## src/rtl/spi_slave_xcvr_if.sv

```systemverilog
// Host-side byte interface of the SPI slave transceiver: one-deep transmit
// holding register handshake, receive strobe and frame status pulses.
interface spi_slave_xcvr_if;
    logic [7:0] tx_data;
    logic       tx_load;
    logic       tx_ready;
    logic       tx_underrun;
    logic [7:0] rx_data;
    logic       rx_valid;
    logic       busy;
    logic       frame_end;
    logic       rx_abort;

    modport slave (
        input  tx_data, tx_load,
        output tx_ready, tx_underrun, rx_data, rx_valid, busy, frame_end, rx_abort
    );

    modport master (
        output tx_data, tx_load,
        input  tx_ready, tx_underrun, rx_data, rx_valid, busy, frame_end, rx_abort
    );
endinterface

```

## src/rtl/spi_slave_xcvr.sv

```systemverilog
// SPI mode-3 slave: oversamples SCK/NSS/MOSI in sys_clk, receives MSB-first,
// and shifts the host-supplied holding byte out on MISO.
//
// state   | meaning
// S_IDLE  | NSS high, waiting for a slave-select falling edge
// S_LOAD  | one cycle: move holding register into the transmit shifter
// S_SHIFT | frame active: sample on SCK rise, shift MISO on SCK fall
module spi_slave_xcvr #(
    parameter int SYNC_STAGES = 2
) (
    input  logic              sys_clk,
    input  logic              sys_nrst,
    input  logic              SCK,
    input  logic              NSS,
    input  logic              MOSI,
    output logic              MISO,
    output logic              MISO_oe,
    spi_slave_xcvr_if.slave   host
);

    typedef enum logic [1:0] {S_IDLE, S_LOAD, S_SHIFT} state_t;

    logic [SYNC_STAGES-1:0] sck_sync, nss_sync, mosi_sync;
    logic                   sck_d, nss_d;
    logic                   sck_rise, sck_fall, nss_fall;
    logic                   sck_s, nss_s, mosi_s;

    state_t     state;
    logic [7:0] hold;
    logic [7:0] tx_shift;
    logic [7:0] tx_nxt;
    logic [6:0] rx_shift;
    logic [2:0] bit_cnt;
    logic       reload;
    logic       load_acc;

    logic       tx_ready_q, tx_underrun_q, rx_valid_q, frame_end_q, rx_abort_q;
    logic [7:0] rx_data_q;

    assign sck_s  = sck_sync[SYNC_STAGES-1];
    assign nss_s  = nss_sync[SYNC_STAGES-1];
    assign mosi_s = mosi_sync[SYNC_STAGES-1];

    // Edge pulses are registered so every FSM action sees a full-cycle strobe.
    always_ff @(posedge sys_clk) begin
        if (!sys_nrst) begin
            sck_sync  <= '1;
            nss_sync  <= '1;
            mosi_sync <= '0;
            sck_d     <= 1'b1;
            nss_d     <= 1'b1;
            sck_rise  <= 1'b0;
            sck_fall  <= 1'b0;
            nss_fall  <= 1'b0;
        end else begin
            sck_sync  <= {sck_sync[SYNC_STAGES-2:0], SCK};
            nss_sync  <= {nss_sync[SYNC_STAGES-2:0], NSS};
            mosi_sync <= {mosi_sync[SYNC_STAGES-2:0], MOSI};
            sck_d     <= sck_s;
            nss_d     <= nss_s;
            sck_rise  <= sck_s & ~sck_d;
            sck_fall  <= ~sck_s & sck_d;
            nss_fall  <= ~nss_s & nss_d;
        end
    end

    assign load_acc = host.tx_load & tx_ready_q;

    // Next transmit shifter value; MISO is registered from it so the pin
    // follows the shifter without an extra cycle of delay.
    always_comb begin
        reload = 1'b0;
        tx_nxt = tx_shift;
        if (!nss_s) begin
            if (state == S_LOAD)
                reload = 1'b1;
            else if (state == S_SHIFT && sck_rise && bit_cnt == 3'd7)
                reload = 1'b1;

            if (reload)
                tx_nxt = tx_ready_q ? 8'h00 : hold;
            else if (state == S_SHIFT && sck_fall && bit_cnt != 3'd0)
                tx_nxt = {tx_shift[6:0], 1'b0};
        end
    end

    always_ff @(posedge sys_clk) begin
        if (!sys_nrst) begin
            state         <= S_IDLE;
            hold          <= 8'h00;
            tx_ready_q    <= 1'b1;
            tx_shift      <= 8'h00;
            rx_shift      <= 7'h00;
            bit_cnt       <= 3'd0;
            rx_data_q     <= 8'h00;
            rx_valid_q    <= 1'b0;
            tx_underrun_q <= 1'b0;
            frame_end_q   <= 1'b0;
            rx_abort_q    <= 1'b0;
            MISO          <= 1'b0;
        end else begin
            rx_valid_q    <= 1'b0;
            tx_underrun_q <= 1'b0;
            frame_end_q   <= 1'b0;
            rx_abort_q    <= 1'b0;
            tx_shift      <= tx_nxt;
            MISO          <= tx_nxt[7];

            if (reload) begin
                if (tx_ready_q)
                    tx_underrun_q <= 1'b1;
                else
                    tx_ready_q <= 1'b1;
            end
            // A load coinciding with a reload wins: the reload already took
            // the old holding value above.
            if (load_acc) begin
                hold       <= host.tx_data;
                tx_ready_q <= 1'b0;
            end

            if (nss_s) begin
                if (state != S_IDLE) begin
                    frame_end_q <= 1'b1;
                    rx_abort_q  <= (bit_cnt != 3'd0);
                end
                state   <= S_IDLE;
                bit_cnt <= 3'd0;
            end else begin
                case (state)
                    S_IDLE:  if (nss_fall) state <= S_LOAD;
                    S_LOAD:  state <= S_SHIFT;
                    S_SHIFT: begin
                        if (sck_rise) begin
                            rx_shift <= {rx_shift[5:0], mosi_s};
                            if (bit_cnt == 3'd7) begin
                                rx_data_q  <= {rx_shift, mosi_s};
                                rx_valid_q <= 1'b1;
                                bit_cnt    <= 3'd0;
                            end else begin
                                bit_cnt <= bit_cnt + 3'd1;
                            end
                        end
                    end
                    default: state <= S_IDLE;
                endcase
            end
        end
    end

    assign MISO_oe          = ~nss_s;
    assign host.busy        = ~nss_s;
    assign host.tx_ready    = tx_ready_q;
    assign host.tx_underrun = tx_underrun_q;
    assign host.rx_data     = rx_data_q;
    assign host.rx_valid    = rx_valid_q;
    assign host.frame_end   = frame_end_q;
    assign host.rx_abort    = rx_abort_q;

endmodule

```

## src/flat_wrapper.sv

```systemverilog
// flat-port wrapper written by rule: the top's interface ports become plain ports
module spi_slave_xcvr_flat 
#(
    parameter int SYNC_STAGES = 2
)
  (sys_clk, sys_nrst, SCK, NSS, MOSI, MISO, MISO_oe, host_tx_data, host_tx_load, host_tx_ready, host_tx_underrun, host_rx_data, host_rx_valid, host_busy, host_frame_end, host_rx_abort);
  spi_slave_xcvr_if host_i ();
  input  logic sys_clk;
  input  logic sys_nrst;
  input  logic SCK;
  input  logic NSS;
  input  logic MOSI;
  output logic MISO;
  output logic MISO_oe;
  input wire logic [$bits(host_i.tx_data)-1:0] host_tx_data;
  input wire logic [$bits(host_i.tx_load)-1:0] host_tx_load;
  output wire logic [$bits(host_i.tx_ready)-1:0] host_tx_ready;
  output wire logic [$bits(host_i.tx_underrun)-1:0] host_tx_underrun;
  output wire logic [$bits(host_i.rx_data)-1:0] host_rx_data;
  output wire logic [$bits(host_i.rx_valid)-1:0] host_rx_valid;
  output wire logic [$bits(host_i.busy)-1:0] host_busy;
  output wire logic [$bits(host_i.frame_end)-1:0] host_frame_end;
  output wire logic [$bits(host_i.rx_abort)-1:0] host_rx_abort;
  assign host_i.tx_data = host_tx_data;
  assign host_i.tx_load = host_tx_load;
  assign host_tx_ready = host_i.tx_ready;
  assign host_tx_underrun = host_i.tx_underrun;
  assign host_rx_data = host_i.rx_data;
  assign host_rx_valid = host_i.rx_valid;
  assign host_busy = host_i.busy;
  assign host_frame_end = host_i.frame_end;
  assign host_rx_abort = host_i.rx_abort;
  spi_slave_xcvr #(.SYNC_STAGES(SYNC_STAGES)) u_core (.sys_clk(sys_clk), .sys_nrst(sys_nrst), .SCK(SCK), .NSS(NSS), .MOSI(MOSI), .MISO(MISO), .MISO_oe(MISO_oe), .host(host_i));
endmodule
```

## config.mk

```make
export PLATFORM = sky130hd
export DESIGN_NAME = spi_slave_xcvr_flat
export DESIGN_NICKNAME = d
export VERILOG_FILES = /design/src/rtl/spi_slave_xcvr_if.sv /design/src/rtl/spi_slave_xcvr.sv /design/src/flat_wrapper.sv
export SDC_FILE = /design/constraint.sdc
export NUM_CORES = 1
export LEC_CHECK = 0
export CORE_MARGIN = 2
export CORE_UTILIZATION = 47
export DETAILED_ROUTE_END_ITERATION = 10
export GPL_TIMING_DRIVEN = 0
export PLACE_DENSITY = 0.73
export SETUP_SLACK_MARGIN = 0.15
export SKIP_CTS_REPAIR_TIMING = 1
export SLEW_MARGIN = 40
export SYNTH_ARGS = -nofsm -noshare
export SYNTH_HDL_FRONTEND = slang
export SYNTH_SLANG_ARGS = --single-unit
```

## constraint.sdc

```tcl
create_clock -name sys_clk -period 1.8 [get_ports sys_clk]
set_input_delay 0.54 -clock sys_clk [delete_from_list [all_inputs] [get_ports sys_clk]]
set_output_delay 0.54 -clock sys_clk [all_outputs]
set_load 0.1 [all_outputs]
```

# Word-level counts from Yosys, hierarchy flattened

Index checks and enable logic that the tools add are counted.

Register bits after elaboration: 52
Bits of input ports: 14
Output and inout port bits: 16
Logic and storage cells: 70

Add/sub/neg operators: 1
Equality and inequality tests: 4
Reduce and logical (&&, ||, !) cells: 19
Muxes and demuxes: 16
Bitwise logic cells: 10

Operators with widths:

| operator              | number |
|---|---|
| $mux W8               | 4 |
| $reduce_and A2 Y1     | 5 |
| $mux W1               | 9 |
| $not A1 Y1            | 6 |
| $pmux W2 S3           | 1 |
| $reduce_and A3 Y1     | 2 |
| $reduce_bool A2 Y1    | 3 |
| $and A1 B1 Y1         | 4 |
| $logic_and A1 B1 Y1   | 4 |
| $reduce_and A4 Y1     | 1 |
| $reduce_or A4 Y1      | 1 |
| $add A3 B1 Y3 const B | 1 |
| $eq A3 B3 Y1 const B  | 1 |
| $mux W3               | 1 |
| $reduce_bool A3 Y1    | 1 |
| $eq A2 B1 Y1 const B  | 1 |
| $eq A2 B2 Y1 const B  | 1 |
| $logic_not A2 Y1      | 1 |
| $mux W2               | 1 |
| $ne A2 B1 Y1 const B  | 1 |
| $reduce_or A2 Y1      | 1 |

# Logic depth before layout (Yosys ltp)

Depth in word-level cells: 9
Depth in mapped cells: 8
Depth with buffers taken out: 6

# Worst setup path before layout

Ideal clock, no wire load.

Kind: flip-flop to output port
Start: register u_core.nss_sync[1]
End: output port host_busy
Buffers on the path: 2
Slack: -0.292 ns
Data arrival time: 1.552 ns
Cell stages (with the launch flop): 4
Path through: dfxtp_1 -> clkbuf_1 -> inv_1 -> buf_4

Word-level cells in the longest chain between the ends: 1

Ends and longest elaborated chain:

| element                     | line                 | RTL |
|---|---|---|
| start: declaration          | spi_slave_xcvr.sv:23 | `logic [SYNC_STAGES-1:0] sck_sync, nss_sync, mosi_sync;` |
| start signal: assignment    | spi_slave_xcvr.sv:57 | `nss_sync <= {nss_sync[SYNC_STAGES-2:0], NSS};` |
| $not A1 Y1 (no source line) | --                   |  |
| end: declaration            | flat_wrapper.sv:21   | `output wire logic [$bits(host_i.busy)-1:0] host_busy;` |

Every way passes these cells.

# Final worst setup path

Start: register u_core.bit_cnt[1]
End: register u_core.MISO

Word-level cells in the longest chain between the ends: 7
Elaborated cells on any way between the ends: 11
Classes of those cells: eq/ne (1); mux (5); reduce/logical (5)

Ends and longest elaborated chain:

| element                                       | line                  | RTL |
|---|---|---|
| start: declaration                            | spi_slave_xcvr.sv:33  | `logic [2:0] bit_cnt;` |
| start signal: assignment                      | spi_slave_xcvr.sv:141 | `bit_cnt <= bit_cnt + 3'd1;` |
| $eq A3 B3 Y1                                  | spi_slave_xcvr.sv:77  | `else if (state == S_SHIFT && sck_rise && bit_cnt == 3'd7)` |
| $logic_and A1 B1 Y1                           | spi_slave_xcvr.sv:77  |  |
| $mux W1                                       | spi_slave_xcvr.sv:77  |  |
| $mux W1                                       | spi_slave_xcvr.sv:75  | `if (state == S_LOAD)` |
| $mux W1                                       | spi_slave_xcvr.sv:74  | `if (!nss_s) begin` |
| $mux W8 or $reduce_bool A2 Y1 (tied branches) | --                    |  |
| $mux W8 or $reduce_and A2 Y1 (tied branches)  | --                    |  |
| end signal: assignment                        | spi_slave_xcvr.sv:107 | `MISO <= tx_nxt[7];` |
| end: declaration                              | spi_slave_xcvr.sv:16  | `output logic MISO,` |

Several ways; a longest one is shown, not always the timed one. The select of a mux whose other input is x is not followed.
A chain may end at the register's enable or synchronous reset.

==> run_results.csv <==
group,metric,value,unit
setup_path,arrival,1.95,ns
logic_synthesis,yosys.area_share.simple,19.7,%
logic_synthesis,synth_fp_nets,228,
floorplanning,rows,23,
floorplanning,coreArea,3970,µm²
status,outcome,"finished, final reports clean",
logic_synthesis,synth_area,1920,µm²
cells_and_area,nNetsFinal,274,
clock_network,root_buffer,"clkbuf_8",
route,wl_per_cell,12.5,µm
clock_network,path_clk_slew,0.09,ns
flow_run,drv_cap,0,
grt,grt_max_degree,16,
setup_path,worst_path_largest_cell_delay,0.37,ns
floorplanning,ioPinCount,30,
setup_path,r2r_slack,0.06,ns
setup_path,crit_type,"register to register",
logic_synthesis,synthDistinctLibCells,33,
clock_network,htree_levels,2,
route,vias,1579,
logic_synthesis,synthMuxAreaShare,1.05,%
clock_network,cts_sinks,52,
pwr,total_leakage_power,0.955,nW
grt,antenna_found_initial,0,
placement,routabilityCongestion,0.795,
logic_synthesis,synth_top_family_by_area,"simple AND/OR/NAND/NOR gates",
pwr,total_power,2.22,mW
grt,overflow,0,
route,drtPass1Iterations,4,
sta,hold_viol,0,
grt,grt_pass1_wl,6.02,mm
route,drt_iter0_drc,87,
logic_synthesis,yosys_warnings,0,
sta,setup_violations,0,
worst_hold_path,hold_class,"register to register",
sta,slew_headroom,63.8,%
cells_and_area,area_growth,33.0,%
clock_network,cts_made_buffers,5,
sta,fin_crit,1.74,ns
sta,clock_skew,0.00690,ns
sta,min_period_over_period,96.4,%
grt,grt_pass1_vias,1386,
sta,rsz0062_at_grt,"true",
logic_synthesis,synth_fa_ha_area_share,1.96,%
logic_synthesis,ys_seq_area_share,54.3,%
logic_synthesis,synth_seq_cells,52,
cells_and_area,fill_cells,339,
sta,maxSlewViolCount,0,
sta,worstMarginPinSlew,0.543,ns
setup_path,end_kind,"register",
route,totalWireLength,3.83,mm
route,drc,0,
placement,port_buffers,28,
setup_path,cpMostUsedCell,"ha_4",
floorplanning,die_y,67.8,µm
floorplanning,dieWidth,67.8,µm
grt,track_usage,17.2,%
logic_synthesis,postSynthCellCount,211,
clock_network,cts_tree,"yes",
setup_path,critPathLaunchType,"register",
logic_synthesis,syn-mean-instance-area,9.08,µm²
sta,whs,0.415,ns
sta,fmax,576,MHz
setup_path,worstPathRequired,2.01,ns
logic_synthesis,synth-compound-area-share,18.2,%
clock_network,clkLatencyLatePin,0.29,ns
route,postRouteAntennaNets,0,
cells_and_area,drive_above_1_share,24.9,%
logic_synthesis,post_synth_xor_area_fraction,0,%
floorplanning,die-area,4600,µm²
floorplanning,start_util,48.2,%
setup_path,worstPathMaxFanout,3,
placement,dpl.hpwl,2.58,mm
pwr,power_density,872,nW/µm²
setup_path,path_cells,"ha_4 -> ha_4 -> nand4b_1 -> and2_1 -> buf_6 -> or3b_4 -> a311oi_2",
cells_and_area,num_antenna_cells,0,
clock_network,cts_buffer_depth,2,
pwr,ir_worst_vdd,0.000544,V
setup_path,slowest_stage,"dfxtp_2",
route,vias_per_cell,5.14,
synth_stat cells:
master / number / area, µm²
nor2b_1: 1 / 6.26
buf_1: 1 / 3.75
a22oi_1: 6 / 45.0
nor4bb_1: 1 / 10.0
and2_1: 5 / 31.3
nand2b_1: 8 / 50.1
a221o_1: 1 / 10.0
a21oi_2: 1 / 8.76
nand3_1: 16 / 80.1
a211oi_1: 6 / 45.0
o21ai_0: 7 / 35.0
or2b_1: 1 / 7.51
nor3b_1: 1 / 7.51
nand3b_1: 1 / 7.51
buf_4: 1 / 7.51
dfxtp_1: 52 / 1040
clkbuf_1: 8 / 30.0
ha_1: 3 / 37.5
o21a_1: 1 / 7.51
nor3_1: 2 / 10.0
a311oi_2: 1 / 15.0
buf_2: 4 / 20.0
buf_6: 1 / 11.3
nor2_1: 7 / 26.3
inv_1: 5 / 18.8
a21oi_1: 33 / 165
o311ai_0: 1 / 8.76
or3b_1: 1 / 8.76
and3_1: 3 / 18.8
nand4b_1: 1 / 8.76
a21boi_0: 1 / 7.51
nand2_1: 28 / 105
mux2i_1: 2 / 20.0
path summary, 6_finish.rpt:
check | startpoint | to | cells past startpoint
worst min-delay path | u_core.sck_sync[0]$_SDFF_PN1_ | u_core.sck_sync[1]$_SDFF_PN1_ | 1
worst max register to register | u_core.bit_cnt[1]$_SDFFE_PP0P_ | u_core.MISO$_SDFFE_PN0P_ | 7
worst max-delay path | u_core.bit_cnt[1]$_SDFFE_PP0P_ | u_core.MISO$_SDFFE_PN0P_ | 7
worst min register to register | u_core.sck_sync[0]$_SDFF_PN1_ | u_core.sck_sync[1]$_SDFF_PN1_ | 1
worst max-delay path, delay by kind of cell (launching register included):
| kind | cells | cell delay, ns |
|---|---|---|
| adders and majority gates | 2 | 0.27 |
| buffers and inverters | 1 | 0.12 |
| AOI/OAI and AO/OA | 1 | 0.20 |
| DFF | 1 | 0.37 |
| and+or+nand+nor | 3 | 0.70 |
flip-flops by register name, indices dropped and copies added (netlist names), 3 cells and up:
name                 count
u_core.bit_cnt           3
u_core.rx_shift          7
u_core.host.rx_data      8
u_core.hold              8
u_core.tx_shift          7
layer usage:
metal	vias to the layer above	share of wire, %	global-route usage, %
met5	-	0	0
met4	0	0.89	5.25
met3	4	3.9	3.95
met2	30	50	29.4
met1	726	45	21.4
li1	819	-	-
logic make-up after synthesis:
group / count (synthesis)
muxes: 2
adders and majority gates: 3
AOI/OAI and AO/OA: 58
buffers and inverters: 20
DFF: 52
and+or+nand+nor: 76
layout make-up:
type | instances | area (µm²) | share of cell area (%)
clock inverters | 2 | 60.1 | 2.36
flip-flops and latches | 52 | 1050 | 41.2
plain buffers | 15 | 115 | 4.52
repair buffers | 39 | 305 | 12.0
clock buffers | 5 | 68.8 | 2.70
multi-input cells | 139 | 865 | 33.9
inverters | 5 | 22.5 | 0.884
well taps | 50 | 62.6 | 2.46
layout by cell type, fill, tap and decap left out, types with 2 or more instances in the layout:
cell and instances:
a211oi_1 3, nand2_1 27, inv_1 3, buf_6 3, nand2b_1 8, buf_2 12
a211oi_2 3, a22oi_2 4, ha_4 2, buf_12 2, bufinv_16 2, dfxtp_1 48
buf_4 13, clkdlybuf4s50_1 12, clkbuf_4 3, clkbuf_1 6, a22oi_1 2, dfxtp_2 3
nor2_1 7, o21ai_0 7, a21oi_1 32, mux2i_1 2, and3_1 3, and2_1 4
nor3_1 2, clkbuf_8 5, nand3_1 16
stage by stage:
step                std cells  utilization, %  setup WS [ns]  area, µm²  TNS [ns]
CTS                       296            59.7         -0.201       2370    -0.339
finish                    307            64.1         0.0648       2550         0
floorplan                 211               -        -0.0202       1980   -0.0202
global placement          289            58.5         -0.572       2320     -3.76
detailed placement        289            56.5        -0.0533       2240    -0.382
global route              307            64.1        -0.0116       2550   -0.0116
power breakdown:
part	internal, mW	switching [mW]	leakage (nW)	total (mW)
Sequential	1.17	0.0121	0.423	1.18
Clock	0.547	0.362	0.0642	0.909
Combinational	0.0564	0.0733	0.468	0.130
Total	1.77	0.448	0.955	2.22
(Power assumes the default switching activity.)
